--- config.mk ---
export PLATFORM = sky130hd
export DESIGN_NAME = unstriping_ctrl_flat
export DESIGN_NICKNAME = d
export VERILOG_FILES = /design/src/rtl/pcie_symbols.sv /design/src/rtl/unstriping_ctrl_if.sv /design/src/rtl/lane_group_buf.sv /design/src/rtl/unstriping_ctrl.sv /design/src/flat_wrapper.sv
export SDC_FILE = /design/constraint.sdc
export NUM_CORES = 1
export LEC_CHECK = 0
export CORE_MARGIN = 2
export CORE_UTILIZATION = 47
export DETAILED_ROUTE_END_ITERATION = 12
export PLACE_DENSITY = 0.78
export SYNTH_ARGS = -nofsm -noshare
export SYNTH_HDL_FRONTEND = slang
export SYNTH_SLANG_ARGS = --single-unit
--- constraint.sdc ---
create_clock -name clk -period 3.9 [get_ports clk]
set_input_delay 0.975 -clock clk [delete_from_list [all_inputs] [get_ports clk]]
set_output_delay 0.975 -clock clk [all_outputs]
set_load 0.005 [all_outputs]
--- src/rtl/pcie_symbols.sv ---
// Shared PCIe receive-path symbol set: K-codes, link width encodings and framing FSM states.
package pcie_symbols;

  localparam logic [7:0] K_COM = 8'hBC;
  localparam logic [7:0] K_PAD = 8'hF7;
  localparam logic [7:0] K_SKP = 8'h1C;
  localparam logic [7:0] K_STP = 8'hFB;
  localparam logic [7:0] K_SDP = 8'h5C;
  localparam logic [7:0] K_END = 8'hFD;
  localparam logic [7:0] K_EDB = 8'hFE;
  localparam logic [7:0] K_FTS = 8'h3C;
  localparam logic [7:0] K_IDL = 8'h7C;

  typedef enum logic [1:0] {
    WIDTH_X1     = 2'b00,
    WIDTH_X2     = 2'b01,
    WIDTH_X4     = 2'b10,
    WIDTH_X4_ALT = 2'b11
  } width_e;

  typedef enum logic {
    ST_IDLE,
    ST_PKT
  } frame_state_e;

  function automatic logic [1:0] last_lane(width_e w);
    case (w)
      WIDTH_X1: return 2'd0;
      WIDTH_X2: return 2'd1;
      default:  return 2'd3;
    endcase
  endfunction

  function automatic logic is_start(logic [7:0] b);
    return (b == K_STP) || (b == K_SDP);
  endfunction

  // Symbols that may legally sit between packets.
  function automatic logic is_filler(logic [7:0] b);
    return (b == K_IDL) || (b == K_PAD) || (b == K_SKP) || (b == K_COM) || (b == K_FTS);
  endfunction

endpackage

--- src/rtl/unstriping_ctrl_if.sv ---
// Lane-group handshake from the deskew stage into the un-striping controller.
interface unstriping_ctrl_if;
  logic [7:0] FL0, FL1, FL2, FL3;
  logic       in_valid;
  logic       in_ready;
  logic [1:0] link_width;

  modport master (output FL0, FL1, FL2, FL3, in_valid, link_width, input in_ready);
  modport slave  (input FL0, FL1, FL2, FL3, in_valid, link_width, output in_ready);
endinterface

--- src/rtl/lane_group_buf.sv ---
// One-deep lane group buffer: holds an accepted group and presents its active lanes one per cycle.
module lane_group_buf
  import pcie_symbols::*;
(
  input  logic              clk,
  input  logic              reset,
  unstriping_ctrl_if.slave  in_if,
  output logic              cur_valid,
  output logic [1:0]        cur_lane,
  output logic [7:0]        cur_byte
);

  logic [3:0][7:0] data_q, data_d;
  width_e          width_q, width_d;
  logic [1:0]      ptr_q, ptr_d;
  logic            full_q, full_d;
  logic            at_last;
  logic            accept;

  assign at_last        = (ptr_q == last_lane(width_q));
  assign in_if.in_ready = !reset && (!full_q || at_last);
  assign accept         = in_if.in_valid && in_if.in_ready;

  assign cur_valid = full_q;
  assign cur_lane  = ptr_q;
  assign cur_byte  = data_q[ptr_q];

  always_comb begin
    // NOTE: every combinational output is defaulted first, so no branch can leave a latch behind.
    data_d  = data_q;
    width_d = width_q;
    ptr_d   = ptr_q;
    full_d  = full_q;
    if (full_q) begin
      if (at_last) begin
        full_d = 1'b0;
        ptr_d  = 2'd0;
      end else begin
        ptr_d = ptr_q + 2'd1;
      end
    end
    // A new group may land on the same edge the last lane of the old one is consumed.
    if (accept) begin
      data_d  = {in_if.FL3, in_if.FL2, in_if.FL1, in_if.FL0};
      width_d = width_e'(in_if.link_width);
      full_d  = 1'b1;
      ptr_d   = 2'd0;
    end
  end

  always_ff @(posedge clk) begin
    // NOTE: sequential state uses non-blocking assignments so all flops update from pre-edge values.
    if (reset) begin
      full_q <= 1'b0;
      ptr_q  <= 2'd0;
    end else begin
      full_q <= full_d;
      ptr_q  <= ptr_d;
    end
  end

  // NOTE: payload storage is not reset; it is only ever read while full_q qualifies it.
  always_ff @(posedge clk) begin
    data_q  <= data_d;
    width_q <= width_d;
  end

endmodule

--- src/rtl/unstriping_ctrl.sv ---
// Receive un-striping controller: sequences buffered lanes in order and tracks STP/SDP..END/EDB framing.
module unstriping_ctrl
  import pcie_symbols::*;
#(
  parameter int MAX_LEN = 1024
) (
  input  logic              clk,
  input  logic              reset,
  unstriping_ctrl_if.slave  in_if,
  output logic [1:0]        lane_sel,
  output logic [7:0]        toDemux,
  output logic              out_valid,
  output logic              sop,
  output logic              eop,
  output logic              nullify,
  output logic              err
);

  localparam int              CNT_W     = 11;
  localparam logic [CNT_W-1:0] CNT_SAT   = '1;
  localparam logic [CNT_W-1:0] LEN_LIMIT = CNT_W'(MAX_LEN);

  typedef struct packed {
    logic [1:0] lane_sel;
    logic [7:0] data;
    logic       valid;
    logic       sop;
    logic       eop;
    logic       nullify;
    logic       err;
  } out_t;

  logic             cur_valid;
  logic [1:0]       cur_lane;
  logic [7:0]       cur_byte;
  frame_state_e     state_q, state_d;
  logic [CNT_W-1:0] cnt_q, cnt_d;
  out_t             out_q, out_d;
  logic             fwd;

  lane_group_buf u_buf (
    .clk       (clk),
    .reset     (reset),
    .in_if     (in_if),
    .cur_valid (cur_valid),
    .cur_lane  (cur_lane),
    .cur_byte  (cur_byte)
  );

  always_comb begin
    state_d       = state_q;
    cnt_d         = cnt_q;
    fwd           = 1'b0;
    out_d         = out_q;
    out_d.valid   = 1'b0;
    out_d.sop     = 1'b0;
    out_d.eop     = 1'b0;
    out_d.nullify = 1'b0;
    out_d.err     = 1'b0;
    if (cur_valid) begin
      unique case (state_q)
        ST_IDLE: begin
          if (is_start(cur_byte)) begin
            fwd       = 1'b1;
            out_d.sop = 1'b1;
            cnt_d     = CNT_W'(1);
            state_d   = ST_PKT;
          end else if (!is_filler(cur_byte)) begin
            out_d.err = 1'b1;
          end
        end
        ST_PKT: begin
          case (cur_byte)
            K_END: begin
              fwd       = 1'b1;
              out_d.eop = 1'b1;
              state_d   = ST_IDLE;
            end
            K_EDB: begin
              fwd           = 1'b1;
              out_d.eop     = 1'b1;
              out_d.nullify = 1'b1;
              state_d       = ST_IDLE;
            end
            // A fresh start truncates the open packet but still opens a new one.
            K_STP, K_SDP: begin
              fwd       = 1'b1;
              out_d.sop = 1'b1;
              out_d.err = 1'b1;
              cnt_d     = CNT_W'(1);
            end
            K_IDL, K_PAD: begin
              out_d.err = 1'b1;
              state_d   = ST_IDLE;
            end
            K_SKP, K_COM, K_FTS: ;
            default: begin
              if (cnt_q >= LEN_LIMIT) begin
                out_d.err = 1'b1;
                state_d   = ST_IDLE;
              end else begin
                fwd   = 1'b1;
                cnt_d = (cnt_q == CNT_SAT) ? cnt_q : cnt_q + CNT_W'(1);
              end
            end
          endcase
        end
        default: state_d = ST_IDLE;
      endcase
    end
    if (fwd) begin
      out_d.valid    = 1'b1;
      out_d.data     = cur_byte;
      out_d.lane_sel = cur_lane;
    end
  end

  always_ff @(posedge clk) begin
    if (reset) begin
      state_q <= ST_IDLE;
      cnt_q   <= '0;
      out_q   <= '0;
    end else begin
      state_q <= state_d;
      cnt_q   <= cnt_d;
      out_q   <= out_d;
    end
  end

  assign lane_sel  = out_q.lane_sel;
  assign toDemux   = out_q.data;
  assign out_valid = out_q.valid;
  assign sop       = out_q.sop;
  assign eop       = out_q.eop;
  assign nullify   = out_q.nullify;
  assign err       = out_q.err;

endmodule
--- src/flat_wrapper.sv ---
// flat-port wrapper written by rule: the top's interface ports become plain ports
module unstriping_ctrl_flat import pcie_symbols::*;
#(
  parameter int MAX_LEN = 1024
)
  (clk, reset, lane_sel, toDemux, out_valid, sop, eop, nullify, err, in_if_FL0, in_if_FL1, in_if_FL2, in_if_FL3, in_if_in_valid, in_if_link_width, in_if_in_ready);
  unstriping_ctrl_if in_if_i ();
  input  logic clk;
  input  logic reset;
  output logic [1:0] lane_sel;
  output logic [7:0] toDemux;
  output logic out_valid;
  output logic sop;
  output logic eop;
  output logic nullify;
  output logic err;
  input wire logic [$bits(in_if_i.FL0)-1:0] in_if_FL0;
  input wire logic [$bits(in_if_i.FL1)-1:0] in_if_FL1;
  input wire logic [$bits(in_if_i.FL2)-1:0] in_if_FL2;
  input wire logic [$bits(in_if_i.FL3)-1:0] in_if_FL3;
  input wire logic [$bits(in_if_i.in_valid)-1:0] in_if_in_valid;
  input wire logic [$bits(in_if_i.link_width)-1:0] in_if_link_width;
  output wire logic [$bits(in_if_i.in_ready)-1:0] in_if_in_ready;
  assign in_if_i.FL0 = in_if_FL0;
  assign in_if_i.FL1 = in_if_FL1;
  assign in_if_i.FL2 = in_if_FL2;
  assign in_if_i.FL3 = in_if_FL3;
  assign in_if_i.in_valid = in_if_in_valid;
  assign in_if_i.link_width = in_if_link_width;
  assign in_if_in_ready = in_if_i.in_ready;
  unstriping_ctrl #(.MAX_LEN(MAX_LEN)) u_core (.clk(clk), .reset(reset), .in_if(in_if_i), .lane_sel(lane_sel), .toDemux(toDemux), .out_valid(out_valid), .sop(sop), .eop(eop), .nullify(nullify), .err(err));
endmodule
==> metrics.yaml <==
status:
  outcome: "finished clean"
timing:
  finalSetupTns_ps: 0
  timing.slew.headroom_pct: 58.1
  timing.final.setup_violations: 0
  timing_hold_violations_final: 0
  fin_crit_sh_pct: 85.0
  post-route-min-period_ps: 3320
  upper_clock_frequency_limit_mhz: 302
  grt_setup_unrepaired: "false"
  tightestPinTransition_ps: 627
  timing.final.max_slew_violations: 0
  clock-skew-final_ps: 11.6
yosys:
  edff_count_synth: 34
  postSynthCellCount: 235
  summed_instance_area_of_the_synthesized_netlist_um2: 2890
  seq_area_frac_synth_pct: 56.1
  post_synth_num_cell_types: 55
  synth_async_sr_flop_share_pct: 0
  dominantRegCellSynth: "sky130_fd_sc_hd__edfxtp_1"
  syn_nets: 274
  yosys_register_bits: 64
  average_cell_area_after_synthesis_um2: 12.3
  synth.yosys.warnings: 0
route:
  finalWirelength_um: 5400
  antenna_violating_nets_post_route: 0
  detailedRoute.firstPassIterationCount: 4
  first_iter_violations: 115
  drt-vias-per-instance: 5.46
  dr_total_vias: 2037
  avgRoutedWirePerCell_um: 14.5
  post-route-drc-count: 0
clock_network:
  cts_max_path_buffers: 2
  cts-root-buf: "sky130_fd_sc_hd__clkbuf_8"
  cts_made_buffers: 9
  ctsHtreeMaxLevel: 3
  cts_sinks: 64
  cts-resized-gates: 0
  cts.reportedPaths.clkPinSlew_ps: 70
  cts_setup_buffers: 0
  clk_latency_worst_skew_pair_ps: 330
  cts_tree: "built"
  cts-hold-fix-buffers: 0
place:
  post-place-cells: 357
  place_area_um2: 3480
  io_buffer_count: 52
  hpwl_um: 3870
  routabilityCongestion: 0.824
critical_path:
  rrSetupSlack_ps: 770
  critPathSlowestCell: "sky130_fd_sc_hd__dfxtp_1"
  path_buf_inv: 3
  setup.worst_path.class: "reg -> out"
  type_of_destination_of_the_critical_path: "output port"
  worst-endpoint-arrival_ps: 2340
  r2r-start: "u_core.u_buf.cur_lane[0]$_SDFFE_PP0P_"
  worstPathCellList: "buf_4, xor2_1, nor3_1, a311oi_1, buf_4, nor2_1, clkdlybuf4s50_1"
  critical_path.max_fanout: 10
  crit_top_cell: "sky130_fd_sc_hd__buf_4"
  r2r-end: "u_core.cnt_q[7]$_SDFFE_PP0P_"
  critical_path.top_delay_family: "buffers and inverters"
  reg2reg_depth: 7
  startpoint_type: "register"
  timing.critical_path.slowest_cell_delay_ps: 610
  worstPathRequired_ps: 2920
pwr:
  power_leakage_nw: 1.21
  powerDensity_nw_per_um2: 390
  vdd_drop_max_mv: 0.210
  design_power_total_mw: 1.44
global_route:
  grt_max_degree: 38
  grt_pass1_vias: 2045
  groute.usage.overall_pct: 18.5
  grt_first_pass_wirelength_um: 9260
  number_of_antenna_violations_at_the_first_check_in_global_routing: 0
  globalRoute.totalOverflow: 0
floorplan:
  dieArea_um2: 6790
  dieHeight_um: 82.4
  pin_count: 53
  coreArea_um2: 5920
  fp.dieW_um: 82.4
  start_util_pct: 48.8
  rows: 28
cells_and_area:
  mostFrequentLayoutCell: "sky130_fd_sc_hd__clkdlybuf4s50_1"
  diodes: 0
  drive_gt1_share_pct: 12.8
  layout.core_utilization_pct: 62.3
  highest_count_cells_in_the_layout_ignoring_fill_and_taps: "52 x sky130_fd_sc_hd__clkdlybuf4s50_1, 34 x sky130_fd_sc_hd__edfxtp_1, 30 x sky130_fd_sc_hd__dfxtp_1, 22 x sky130_fd_sc_hd__nand2b_1, 16 x sky130_fd_sc_hd__nand2_1"
  area_growth_pct: 27.5
  final_design_area_no_fill_um2: 3690
  instances_no_fill: 373
  fin_nets: 332
hold_path:
  worstHoldEndpoint: "u_core.lane_sel[1]$_SDFFE_PP0P_"
  holdCritStartpoint: "u_core.lane_sel[1]$_SDFFE_PP0P_"
  hold-path-cell-count: 2
  hold_path.class: "reg -> reg"
job:
  max_cap_viol_count: 0
[logic make-up after synthesis]
family / count (synthesis) / share of synthesized area (%)
AO/OA/AOI/OAI: 35 / 9.44
XOR/XNOR: 2 / 0.606
adder cells (fa/ha/maj): 2 / 0.866
buffers and inverters: 16 / 3.29
flip-flops: 64 / 56.1
multiplexers: 18 / 9.96
AND/OR/NAND/NOR: 98 / 19.7
[flip-flops by register name (all words and copies together) (netlist names)]
register,count
u_core.u_buf.data_q,32
u_core.cnt_q,11
u_core.toDemux,8
u_core.lane_sel,2
u_core.u_buf.cur_lane,2
u_core.u_buf.width_q,2
u_core.eop,1
u_core.err,1
u_core.nullify,1
u_core.out_valid,1
u_core.sop,1
u_core.state_q,1
u_core.u_buf.cur_valid,1
[worst max-delay path by stage]
stage,from,end,slack (ps),depth (start not counted)
finish,u_core.u_buf.cur_lane[0]$_SDFFE_PP0P_,in_if_in_ready,580,7
global route,u_core.u_buf.cur_lane[0]$_SDFFE_PP0P_,in_if_in_ready,340,7
CTS,u_core.u_buf.cur_lane[0]$_SDFFE_PP0P_,in_if_in_ready,520,7
detailed placement,u_core.u_buf.cur_lane[0]$_SDFFE_PP0P_,u_core.cnt_q[7]$_SDFFE_PP0P_,750,7
global placement,reset,in_if_in_ready,780,3
floorplan,reset,u_core.u_buf.data_q[0]$_DFFE_PP_,730,3
[cells in the mapped netlist (2+ instances only)]
library cell | number | share of area [%]
sky130_fd_sc_hd__nor2_1 | 10 | 1.3
sky130_fd_sc_hd__o31ai_1 | 2 | 0.52
sky130_fd_sc_hd__buf_6 | 3 | 1.2
sky130_fd_sc_hd__a31oi_1 | 5 | 1.1
sky130_fd_sc_hd__mux4_2 | 6 | 4.7
sky130_fd_sc_hd__mux2i_1 | 10 | 3.5
sky130_fd_sc_hd__and3_1 | 4 | 0.87
sky130_fd_sc_hd__clkbuf_1 | 4 | 0.52
sky130_fd_sc_hd__nand2b_1 | 22 | 4.8
sky130_fd_sc_hd__mux4_1 | 2 | 1.8
sky130_fd_sc_hd__nand3_1 | 12 | 2.1
sky130_fd_sc_hd__nand3b_1 | 3 | 0.78
sky130_fd_sc_hd__or4_1 | 6 | 1.6
sky130_fd_sc_hd__edfxtp_1 | 34 | 35
sky130_fd_sc_hd__or2b_1 | 2 | 0.52
sky130_fd_sc_hd__nand4_1 | 2 | 0.43
sky130_fd_sc_hd__o21ai_0 | 2 | 0.35
sky130_fd_sc_hd__nor2b_1 | 3 | 0.65
sky130_fd_sc_hd__o211ai_1 | 2 | 0.52
sky130_fd_sc_hd__dfxtp_1 | 30 | 21
sky130_fd_sc_hd__nor4_1 | 5 | 1.1
sky130_fd_sc_hd__nand2_1 | 16 | 2.1
sky130_fd_sc_hd__ha_1 | 2 | 0.87
sky130_fd_sc_hd__a21oi_1 | 8 | 1.4
sky130_fd_sc_hd__nor3_1 | 3 | 0.52
sky130_fd_sc_hd__nand4b_1 | 2 | 0.61
sky130_fd_sc_hd__inv_1 | 6 | 0.78
sky130_fd_sc_hd__o21a_1 | 2 | 0.52
[final cells by class]
class / instances / area [um2]
tap: 75 / 93.8
sequential: 64 / 1620
multi-input combinational: 155 / 1180
clock inverter: 6 / 67.6
clock buffer: 10 / 138
timing repair buffer: 57 / 558
fill: 479 / 2230
inverter: 6 / 22.5
[worst register-to-register path, stage by stage (launching register included)]
cell and delay, ps:
sky130_fd_sc_hd__dfxtp_1 610, sky130_fd_sc_hd__buf_4 240, sky130_fd_sc_hd__mux4_1 650, sky130_fd_sc_hd__and4b_1 270, sky130_fd_sc_hd__a31oi_1 270, sky130_fd_sc_hd__a31oi_2 300, sky130_fd_sc_hd__or4_1 580, sky130_fd_sc_hd__a21oi_1 150
[per-layer routing]
layer | track usage (%) | up-vias | wire (um)
met5 | 0 | - | 0
met4 | 9.33 | 0 | 85
met3 | 5.22 | 7 | 274
met2 | 30.2 | 52 | 2620
met1 | 22.4 | 971 | 2420
li1 | - | 1007 | -
[report_power, final]
part           leakage (nW)  internal, mW  switching, mW  total, mW
Sequential            0.558         0.730        0.00923      0.739
Combinational         0.557        0.0684         0.0592      0.128
Clock                0.0989         0.314          0.256      0.570
Total                  1.21          1.11          0.324       1.44
[through the flow]
| stage | setup WS (ps) | hold slack [ps] |
|---|---|---|
| finish | 583 | 477 |
| CTS | 521 | 481 |
| global placement | 779 | 465 |
| floorplan | 726 | 461 |
| global route | 341 | 500 |
| detailed placement | 753 | 464 |
Power figures use the tool's default switching activity.
